## src/rtl/mem_access_unit.sv

```systemverilog
`default_nettype none
// ============================================================================
// Module   : mem_access_unit
// Brief    : MEM-stage load/store unit bridging the pipeline to a single-beat
//            Wishbone-style bus, with lane formatting, misalign and timeout.
// Revision : 1.0
// ============================================================================
module mem_access_unit #(
    parameter int unsigned TIMEOUT = 255
) (
    input  logic        clk,
    input  logic        rst,
    input  logic        mem_ren,
    input  logic        mem_wen,
    input  logic [1:0]  mem_type,
    input  logic        mem_ext,
    input  logic [31:0] mem_addr,
    input  logic [31:0] mem_dout,
    output logic [31:0] mem_din,
    output logic        mem_stall,
    output logic        mem_unalign,
    output logic        mem_timeout,
    output logic        wb_cyc,
    output logic        wb_stb,
    output logic        wb_we,
    output logic [31:0] wb_addr,
    output logic [3:0]  wb_sel,
    output logic [31:0] wb_dout,
    input  logic [31:0] wb_din,
    input  logic        wb_ack
);

    localparam int unsigned c_CNT_W = (TIMEOUT < 2) ? 1 : $clog2(TIMEOUT + 1);
    // Timeout fires on the edge where the counter would step onto TIMEOUT.
    localparam logic [c_CNT_W-1:0] c_CNT_LAST = c_CNT_W'(TIMEOUT - 1);

    typedef enum logic [1:0] {
        S_IDLE = 2'd0,
        S_BUSY = 2'd1,
        S_DONE = 2'd2
    } state_t;

    state_t              r_state;
    state_t              w_next;
    logic                w_stall;
    logic                w_unalign;
    logic                w_start;
    logic                w_req;
    logic                w_misalign;
    logic                w_tmo_hit;
    logic [31:0]         w_wdata;
    logic [3:0]          w_sel;
    logic [7:0]          w_byte;
    logic [15:0]         w_half;
    logic [31:0]         w_load;

    logic [31:0]         r_addr;
    logic [1:0]          r_type;
    logic                r_ext;
    logic                r_we;
    logic [31:0]         r_wdata;
    logic [3:0]          r_sel;
    logic [31:0]         r_rdata;
    logic                r_cyc;
    logic                r_tmo;
    logic [c_CNT_W-1:0]  r_cnt;

    assign w_req      = mem_ren | mem_wen;
    assign w_misalign = ((mem_type == 2'b01) && mem_addr[0]) ||
                        (mem_type[1] && (mem_addr[1:0] != 2'b00));
    assign w_tmo_hit  = (TIMEOUT != 0) && (r_state == S_BUSY) && !wb_ack &&
                        (r_cnt == c_CNT_LAST);

    // Store lane replication and byte-enable generation
    always_comb begin
        w_wdata = mem_dout;
        w_sel   = 4'b1111;
        case (mem_type)
            2'b00: begin
                w_wdata = {4{mem_dout[7:0]}};
                w_sel   = 4'b0001 << mem_addr[1:0];
            end
            2'b01: begin
                w_wdata = {2{mem_dout[15:0]}};
                w_sel   = 4'b0011 << {mem_addr[1], 1'b0};
            end
            default: begin
                w_wdata = mem_dout;
                w_sel   = 4'b1111;
            end
        endcase
    end

    always_ff @(posedge clk or posedge rst) begin
        if (rst) begin
            r_state <= S_IDLE;
        end else begin
            r_state <= w_next;
        end
    end

    always_comb begin
        w_next    = r_state;
        w_stall   = 1'b0;
        w_unalign = 1'b0;
        w_start   = 1'b0;
        case (r_state)
            S_IDLE: begin
                if (w_req) begin
                    if (w_misalign) begin
                        w_unalign = 1'b1;
                    end else begin
                        w_stall = 1'b1;
                        w_start = 1'b1;
                        w_next  = S_BUSY;
                    end
                end
            end
            S_BUSY: begin
                w_stall = 1'b1;
                if (wb_ack || w_tmo_hit) begin
                    w_next = S_DONE;
                end
            end
            S_DONE: begin
                w_next = S_IDLE;
            end
            default: begin
                w_next = S_IDLE;
            end
        endcase
    end

    always_ff @(posedge clk or posedge rst) begin
        if (rst) begin
            r_addr  <= '0;
            r_type  <= '0;
            r_ext   <= 1'b0;
            r_we    <= 1'b0;
            r_wdata <= '0;
            r_sel   <= '0;
            r_rdata <= '0;
            r_cyc   <= 1'b0;
            r_tmo   <= 1'b0;
            r_cnt   <= '0;
        end else begin
            r_tmo <= 1'b0;
            if (w_start) begin
                r_addr  <= mem_addr;
                r_type  <= mem_type;
                r_ext   <= mem_ext;
                r_we    <= mem_wen;
                r_wdata <= w_wdata;
                r_sel   <= w_sel;
                r_cyc   <= 1'b1;
                r_cnt   <= '0;
            end else if (r_state == S_BUSY) begin
                // Ack takes precedence over an expiring counter
                if (wb_ack) begin
                    r_rdata <= wb_din;
                    r_cyc   <= 1'b0;
                end else if (w_tmo_hit) begin
                    r_rdata <= '0;
                    r_cyc   <= 1'b0;
                    r_tmo   <= 1'b1;
                end else begin
                    r_cnt <= r_cnt + 1'b1;
                end
            end
        end
    end

    // Load lane selection and extension
    always_comb begin
        case (r_addr[1:0])
            2'b00:   w_byte = r_rdata[7:0];
            2'b01:   w_byte = r_rdata[15:8];
            2'b10:   w_byte = r_rdata[23:16];
            default: w_byte = r_rdata[31:24];
        endcase
        w_half = r_addr[1] ? r_rdata[31:16] : r_rdata[15:0];
        case (r_type)
            2'b00:   w_load = {{24{r_ext & w_byte[7]}}, w_byte};
            2'b01:   w_load = {{16{r_ext & w_half[15]}}, w_half};
            default: w_load = r_rdata;
        endcase
    end

    assign mem_din     = (r_state == S_DONE) ? w_load : 32'h0;
    assign mem_stall   = w_stall;
    assign mem_unalign = w_unalign;
    assign mem_timeout = r_tmo;
    assign wb_cyc      = r_cyc;
    assign wb_stb      = r_cyc;
    assign wb_we       = r_we;
    assign wb_addr     = {r_addr[31:2], 2'b00};
    assign wb_sel      = r_sel;
    assign wb_dout     = r_wdata;

endmodule
`default_nettype wire

```

## config.mk

```make
export PLATFORM = sky130hd
export DESIGN_NAME = mem_access_unit
export DESIGN_NICKNAME = d
export VERILOG_FILES = /design/src/rtl/mem_access_unit.sv
export SDC_FILE = /design/constraint.sdc
export NUM_CORES = 1
export LEC_CHECK = 0
export ABC_AREA = 1
export CORE_MARGIN = 10
export CORE_UTILIZATION = 46
export CTS_CLUSTER_DIAMETER = 60
export DETAILED_ROUTE_END_ITERATION = 7
export PLACE_DENSITY = 0.82
export SYNTH_ARGS = -nofsm -noshare
export SYNTH_HDL_FRONTEND = slang
export SYNTH_SLANG_ARGS = --single-unit
```

## constraint.sdc

```tcl
create_clock -name clk -period 4.45 [get_ports clk]
set_input_delay 0.89 -clock clk [delete_from_list [all_inputs] [get_ports clk]]
set_output_delay 0.89 -clock clk [all_outputs]
set_load 0.05 [all_outputs]
```

======== Word-level counts from Yosys, hierarchy flattened ========
Index checks and enable logic that the tools add are counted.
cells by class
  shifts and indexed selects .............. 2
  eq/ne operators ......................... 12
  add/sub/neg operators ................... 1
  reduce and logical (&&, ||, !) cells .... 19
  bitwise operators ....................... 4
  $mul .................................... 0
  $lt $le $gt $ge ......................... 0
  div/mod/pow operators ................... 0
  muxes and demuxes ....................... 31
operators with widths
  kind                                                    count
  one-hot mux 32 bit (2 select lines)                     2
  2-to-1 mux 32 bit                                       3
  2-to-1 mux 8 bit                                        4
  one-hot mux 8 bit (3 select lines)                      1
  2-to-1 mux 16 bit                                       1
  2-to-1 mux 1 bit                                        14
  AND reduction 3 bit                                     3
  adder 8 x 1 -> 8 bit (second input constant)            1
  equality test 2 x 1 -> 1 bit (second input constant)    4
  equality test 8 bit (second input constant)             1
  logical NOT 2 bit                                       4
  inequality test 2 bit (second input constant)           4
  one-hot mux 4 bit (2 select lines)                      1
  2-to-1 mux 2 bit                                        3
  nonzero test 2 bit                                      3
  equality test 2 bit (second input constant)             2
  logical AND 1 bit                                       4
  one-hot mux 2 bit (2 select lines)                      1
  << shifter 1 x 2 -> 4 bit (first input constant)        1
  << shifter 2 x 2 -> 4 bit (first input constant)        1
  nonzero test 3 bit                                      1
  bitwise AND 1 bit                                       2
  logical OR 1 bit                                        2
  inequality test 2 x 1 -> 1 bit (second input constant)  1
  5 further kinds                                         5
storage, ports and cells
  output and inout port bits .............. 106
  memories ................................ 0
  logic and storage cells ................. 80
  bits in registers ....................... 116
  memory bits (read-only) ................. 0
  bits of input ports ..................... 104
  RAM bits ................................ 0
  latch bits .............................. 0

======== Logic depth before layout (Yosys ltp) ========
  depth after elaboration ................. 8
  gate-level depth with buffers ........... 9
  gate-level depth less buffers ........... 7

======== Least setup slack after synthesis ========
OpenSTA, ideal clock, no wires.
  kind .................................... in2out
  from .................................... input port mem_type[1]
  to ...................................... output port mem_unalign
  required time ........................... 3.560 ns
  arrival time ............................ 2.195 ns
  slack ................................... 1.365 ns
  buffers on the path ..................... 1
  stages .................................. 3
  path through ............................ buf_2 o21ai_2 nor3_1
between the ends
  longest elaborated chain between the ends .. 6
  elaborated cells on any way between the ends .. 7
  those cells by class .................... eq/ne: 1; mux: 3; reduce/logical: 3
RTL lines
  item                          RTL line  source
  start, declared               15        input logic [1:0] mem_type,
  equality test 2 x 1 -> 1 bit  69        assign w_misalign = ((mem_type == 2'b01) && mem_addr[0]) ||
  logical AND 1 bit             69
  logical OR 1 bit (*)          69
  2-to-1 mux 1 bit (*)          110       if (w_misalign) begin
  2-to-1 mux 1 bit (*)          109       if (w_req) begin
  2-to-1 mux 1 bit (*)          107       case (r_state)
  end, declared                 21        output logic mem_unalign,
Mark *: on every way between the ends. The rest lies on a longest branch, timed or not.

======== Worst setup path after layout ========
  from .................................... register r_addr[1]
  to ...................................... output port mem_din[31]
between the ends
  longest elaborated chain between the ends .. 5
  elaborated cells on any way between the ends .. 9
  those cells by class .................... eq/ne: 2; mux: 4; bitwise: 2; reduce/logical: 1
RTL lines
  item                                               RTL line  source
  start, declared                                    57        logic [31:0] r_addr;
  start signal, assigned                             149       r_addr <= mem_addr;
  equality test 2 bit, or another cell as far along  175       case (r_addr[1:0])
  one-hot mux 8 bit (3 select lines)                 175
  bitwise AND 1 bit                                  183       2'b00: w_load = {{24{r_ext & w_byte[7]}}, w_byte};
  one-hot mux 32 bit (2 select lines) (*)            182       case (r_type)
  2-to-1 mux 32 bit (*)                              189       assign mem_din = (r_state == S_DONE) ? w_load : 32'h0;
  end, declared                                      19        output logic [31:0] mem_din,
Marks and branches as above.

==> impl_metrics.toml <==
[clocking]
root_buffer = "clkbuf_16"
cts_hold_buf = 0
cts.sinks = 116
cts_buffers = 17
htreeDepth = 4
cts_buffer_depth = 2
clk_pin_slew_ns = 0.05
cts_resized = 0
post_cts_buffers = 0
clk_latency_ns = 0.41
cts_tree = "done"

[sta]
min_period_ns = 4.11
slew_viol_final = 0
fin_hold_ws_ns = 0.477
min_period_over_period_pct = 92.3
rsz0062_at_grt = "false"
slew_headroom_pct = 48.5
finalSetupViolCount = 0
skew_ns = 0.00739
fmax_mhz = 243
hold_viol = 0
tightest_slew_ns = 0.772
tns_ns = 0

[setup_path]
end_kind = "output port"
critical_path_arrival_ns = 3.22
path_class = "reg2out"
cp_num_buf_inv = 1
critPathSlowestCell = "dfrtp_1"
required_ns = 3.56
start_kind = "flip-flop"
crit_chain = "nand2_1, nand3b_1, nand4_4, nand3_2, nand2_4, nor2_1, clkdlybuf4s50_1"
cpPeakStageDelay_ns = 0.84
cp_top_family = "simple AND/OR/NAND/NOR gates"
worstPathMaxFanout = 25

[synthesis]
ys_ff_latch = 116
ys_seq_area_share_pct = 47.8
synth_cells = 744
yosysUniqueCellTypes = 36
yosysWarnings = 0
synth_area_um2 = 6070
avgSynthCellArea_um2 = 8.16

[die]
start_util_pct = 47.5
dieArea_um2 = 18200
boundaryPins = 210
die_x_um = 135
core_area_um2 = 12800
die_y_um = 135
placementRows = 41

[routing]
drc_errors = 0
first_iter_violations = 490
vias_per_cell = 4.99
postRouteWirelength_um = 18500
dr.pass1.iters = 5
wire_per_inst_um = 16.9
final_antenna_net_count = 0
vias = 5457

[job]
drv_cap = 0

[final_layout]
final_net_count = 1015
drive_gt1_share_pct = 10.6
area_delta_synth_final_pct = 40.1
antenna_cells = 0
final_util_pct = 66.6
finalNonFillerCells = 1094

[grt]
grt_overflow_total = 0
antenna_found_initial = 0
grt_max_degree = 78
grt_pass1_vias = 5550
grtUsageTotal_pct = 20.5
grt_pass1_wl_um = 29500

[power]
power.total_mw = 6.21
cellPowerDensity_nw_per_um2 = 730
peakVddDrop_uv = 407
p_leak_nw = 3.94

[placement]
dp_cells = 1062
port-buffer-count = 207
post-dp-hpwl_um = 13600
place_congestion = 0.885

[min_path]
min_path_type = "reg2reg"

[run_status]
run_status = "completed"
==> metal layers <==
layer,share of wire [%],global-route usage (%)
met5,0,0
met4,0.74,5.50
met3,12,10.6
met2,48,33.1
met1,40,23.2
==> logic make-up after synthesis <==
| family | synth area share (%) |
|---|---|
| buffers and inverters | 11.8 |
| DFF | 47.8 |
| and+or+nand+nor | 26.0 |
| adders and majority gates | 0.412 |
| AOI/OAI and AO/OA | 13.2 |
| xor gates and xnor gates | 0.722 |
| other | 0.0618 |
==> through the flow <==
| stage | setup WS, ns | area [µm²] |
|---|---|---|
| 5_1_grt | 0.142 | 8500 |
| 3_3_place_gp | 0.925 | 7960 |
| 6_report | 0.341 | 8500 |
| 2_1_floorplan | 0.488 | 6070 |
| 3_5_place_dp | 0.822 | 7960 |
| 4_1_cts | 0.357 | 8500 |
==> synthesized netlist by cell type, drive strengths merged <==
cell type	n	share of area [%]
nand2	221	14
dfrtp	116	48
o21ai	66	7.3
inv	63	3.9
nor2	63	5.3
nand3	60	5.1
buf	52	6.7
a21oi	38	3.3
clkbuf	19	1.2
o22ai	14	1.4
a31oi	7	0.72
or2	6	0.62
nand3b	3	0.37
xor2	3	0.43
a22oi	2	0.25
ha	2	0.41
nand4	2	0.45
nor3	2	0.16
xnor2	2	0.29
conb	1	0.062
nor4	1	0.10
o21bai	1	0.12
==> worst register-to-register path: cells and delay by family (launching register included) <==
family / cells / cell delay (ns)
AOI/OAI and AO/OA: 1 / 0.12
and+or+nand+nor: 5 / 0.74
DFF: 1 / 0.37
buffers and inverters: 2 / 0.69
==> flip-flops by register name (all words and copies together), names as in the netlist <==
name / cells
mem_timeout: 1
r_addr: 32
r_cnt: 8
r_ext: 1
r_rdata: 32
r_state: 2
r_type: 2
wb_cyc: 1
wb_dout: 32
wb_sel: 4
wb_we: 1
==> layout by cell type (no fill, tap or decap), types with 10 or more instances in the layout <==
master	count
buf_4	10
nand2_1	217
clkbuf_16	17
clkdlybuf4s50_1	205
o21ai_0	30
nor2_4	10
o22ai_1	14
o21ai_2	30
a21oi_1	37
dfrtp_1	116
nor2_1	50
nand3_1	58
inv_1	57
==> power breakdown <==
part / internal [mW] / leakage (nW) / switching, mW
logic: 1.03 / 2.24 / 2.13
registers: 1.49 / 1.43 / 0.306
clock network: 0.786 / 0.272 / 0.467
==> final cells by class <==
| cell class | instances | area (µm²) |
|---|---|---|
| tap | 172 | 215 |
| inverter | 63 | 241 |
| timing repair buffer | 216 | 2150 |
| clock inverter | 11 | 85.1 |
| fill | 1049 | 4270 |
| clock buffer | 21 | 460 |
| multi-input combinational | 495 | 2450 |
| sequential | 116 | 2900 |
==> path summary, 6_finish.rpt <==
| kind | from | to | slack, ns | cells after the start |
|---|---|---|---|---|
| max in group asynchronous | rst | wb_sel[0]$_DFFE_PP0P_ | 2.79 | 3 |
| hold / removal | r_addr[13]$_DFFE_PP0P_ | r_addr[13]$_DFFE_PP0P_ | 0.48 | 2 |
| min in group asynchronous | rst | r_rdata[19]$_DFFE_PP0P_ | 0.88 | 2 |
| hold reg to reg | r_addr[13]$_DFFE_PP0P_ | r_addr[13]$_DFFE_PP0P_ | 0.48 | 2 |
| setup reg to reg | r_state[0]$_DFFE_PP0P_ | wb_sel[3]$_DFFE_PP0P_ | 2.39 | 8 |
| setup / recovery | r_addr[1]$_DFFE_PP0P_ | mem_din[31] | 0.34 | 7 |
Note: power is estimated with default switching activity, not from simulation.
==> edit, RTL diff (config.mk and constraints unchanged) <==
The 3 states of `state_t` get a one-hot encoding in 3 bits.
--- a/src/rtl/mem_access_unit.sv
+++ b/src/rtl/mem_access_unit.sv
@@ -36,6 +36,6 @@
 
-    typedef enum logic [1:0] {
-        S_IDLE = 2'd0,
-        S_BUSY = 2'd1,
-        S_DONE = 2'd2
+    typedef enum logic [2:0] {
+        S_IDLE = 3'b001,
+        S_BUSY = 3'b010,
+        S_DONE = 3'b100
     } state_t;
Behaviour: same outputs for any inputs over 10 cycles, from zero or initial values and one cycle with rst high; not proved beyond that.
==> edit against the unedited design <==
Synthesized area down 3.4%. Sequential cell count up 1. Wire length up 2.8%. Clock power is 18% higher. Total power is 3.0% higher. Worst setup slack gained 0.19 ns. Final area decreased by 0.90%. Critical path type unchanged. Critical endpoint is now mem_din[24]. Largest power group unchanged.
==> edit: results <==
metrics = {
    "outcome": {
        "run_status": "finished, final reports clean",
    },
    "logic_synthesis": {
        "netlist_top_cells_count": "222 x sky130_fd_sc_hd__nand2_1, 116 x sky130_fd_sc_hd__dfrtp_1, 66 x sky130_fd_sc_hd__nor2_1",
        "synth_seq_area_share_pct": 50.0,
        "netlist-cell-type-count": 33,
        "syn_inst": 748,
    },
    "pwr": {
        "leakage_power_summed_over_all_cells_nw": 3.91,
    },
    "timing": {
        "worst_clock_skew_ns": 0.00518,
        "hold-worst-slack_ns": 0.476,
        "fin_crit_ns": 3.92,
    },
    "routing": {
        "routed_wl_um": 19000,
        "drt-initial-drc-count": 405,
        "via_density_per_instance": 5.04,
        "total_via_count_after_detailed_routing": 5509,
    },
    "worst_setup_path": {
        "worst_r2r_startpoint": "r_state[2]",
        "worstRegToRegCells": 6,
        "cp_data_arrival_time_ns": 3.03,
        "critical_path_endpoint": "mem_din[24]",
        "rr_endpoint": "r_rdata[28]",
        "critPathSlowestCell": "sky130_fd_sc_hd__clkdlybuf4s50_1",
    },
    "place": {
        "globalplace.congestion": 0.916,
        "dpl_worst_slack_ns": 0.956,
        "detailed_place_hpwl_um": 13700,
        "place.detailed.instances": 1063,
    },
    "global_route": {
        "grt_first_pass_wirelength_um": 30300,
        "groute.usage.overall_pct": 21.5,
        "grt_start_max_net_pins": 88,
    },
    "worst_hold_path": {
        "hold_path.startpoint": "wb_dout[10]",
    },
    "layout": {
        "fin_nets": 1016,
    },
}
## edit: logic make-up (layout without fill, tap and decap cells)
kind of cell	count (synthesis)	in the layout	share of synthesized area, %
AOI/OAI and AO/OA	123	123	11.2
xor gates and xnor gates	6	6	0.896
adders and majority gates	2	2	0.427
buffers and inverters	133	305	11.4
DFF	117	117	50.0
other	1	2	0.0640
and+or+nand+nor	366	366	26.1
## edit: area by class of cell
class                   instances  area, µm²
fillers                      1041       4140
flip-flops and latches        117       2930
multi-input cells             499       2270
repair buffers                214       2160
clock buffers                  19        443
inverters                      61        231
well taps                     172        215
clock inverters                11        183
## edit: report_power, final
group,internal [W],switching [W]
sequential,0.00152,0.000338
clock,0.000995,0.000472
combinational,0.000986,0.00207
## edit: routing by layer
layer | wire length, µm | up-vias | GRT usage [%]
met1 | 7400 | 2546 | 24.7
met5 | 0 | - | 0
met4 | 399 | 0 | 7.64
met3 | 2550 | 28 | 12.0
met2 | 8650 | 254 | 33.0
li1 | - | 2681 | -
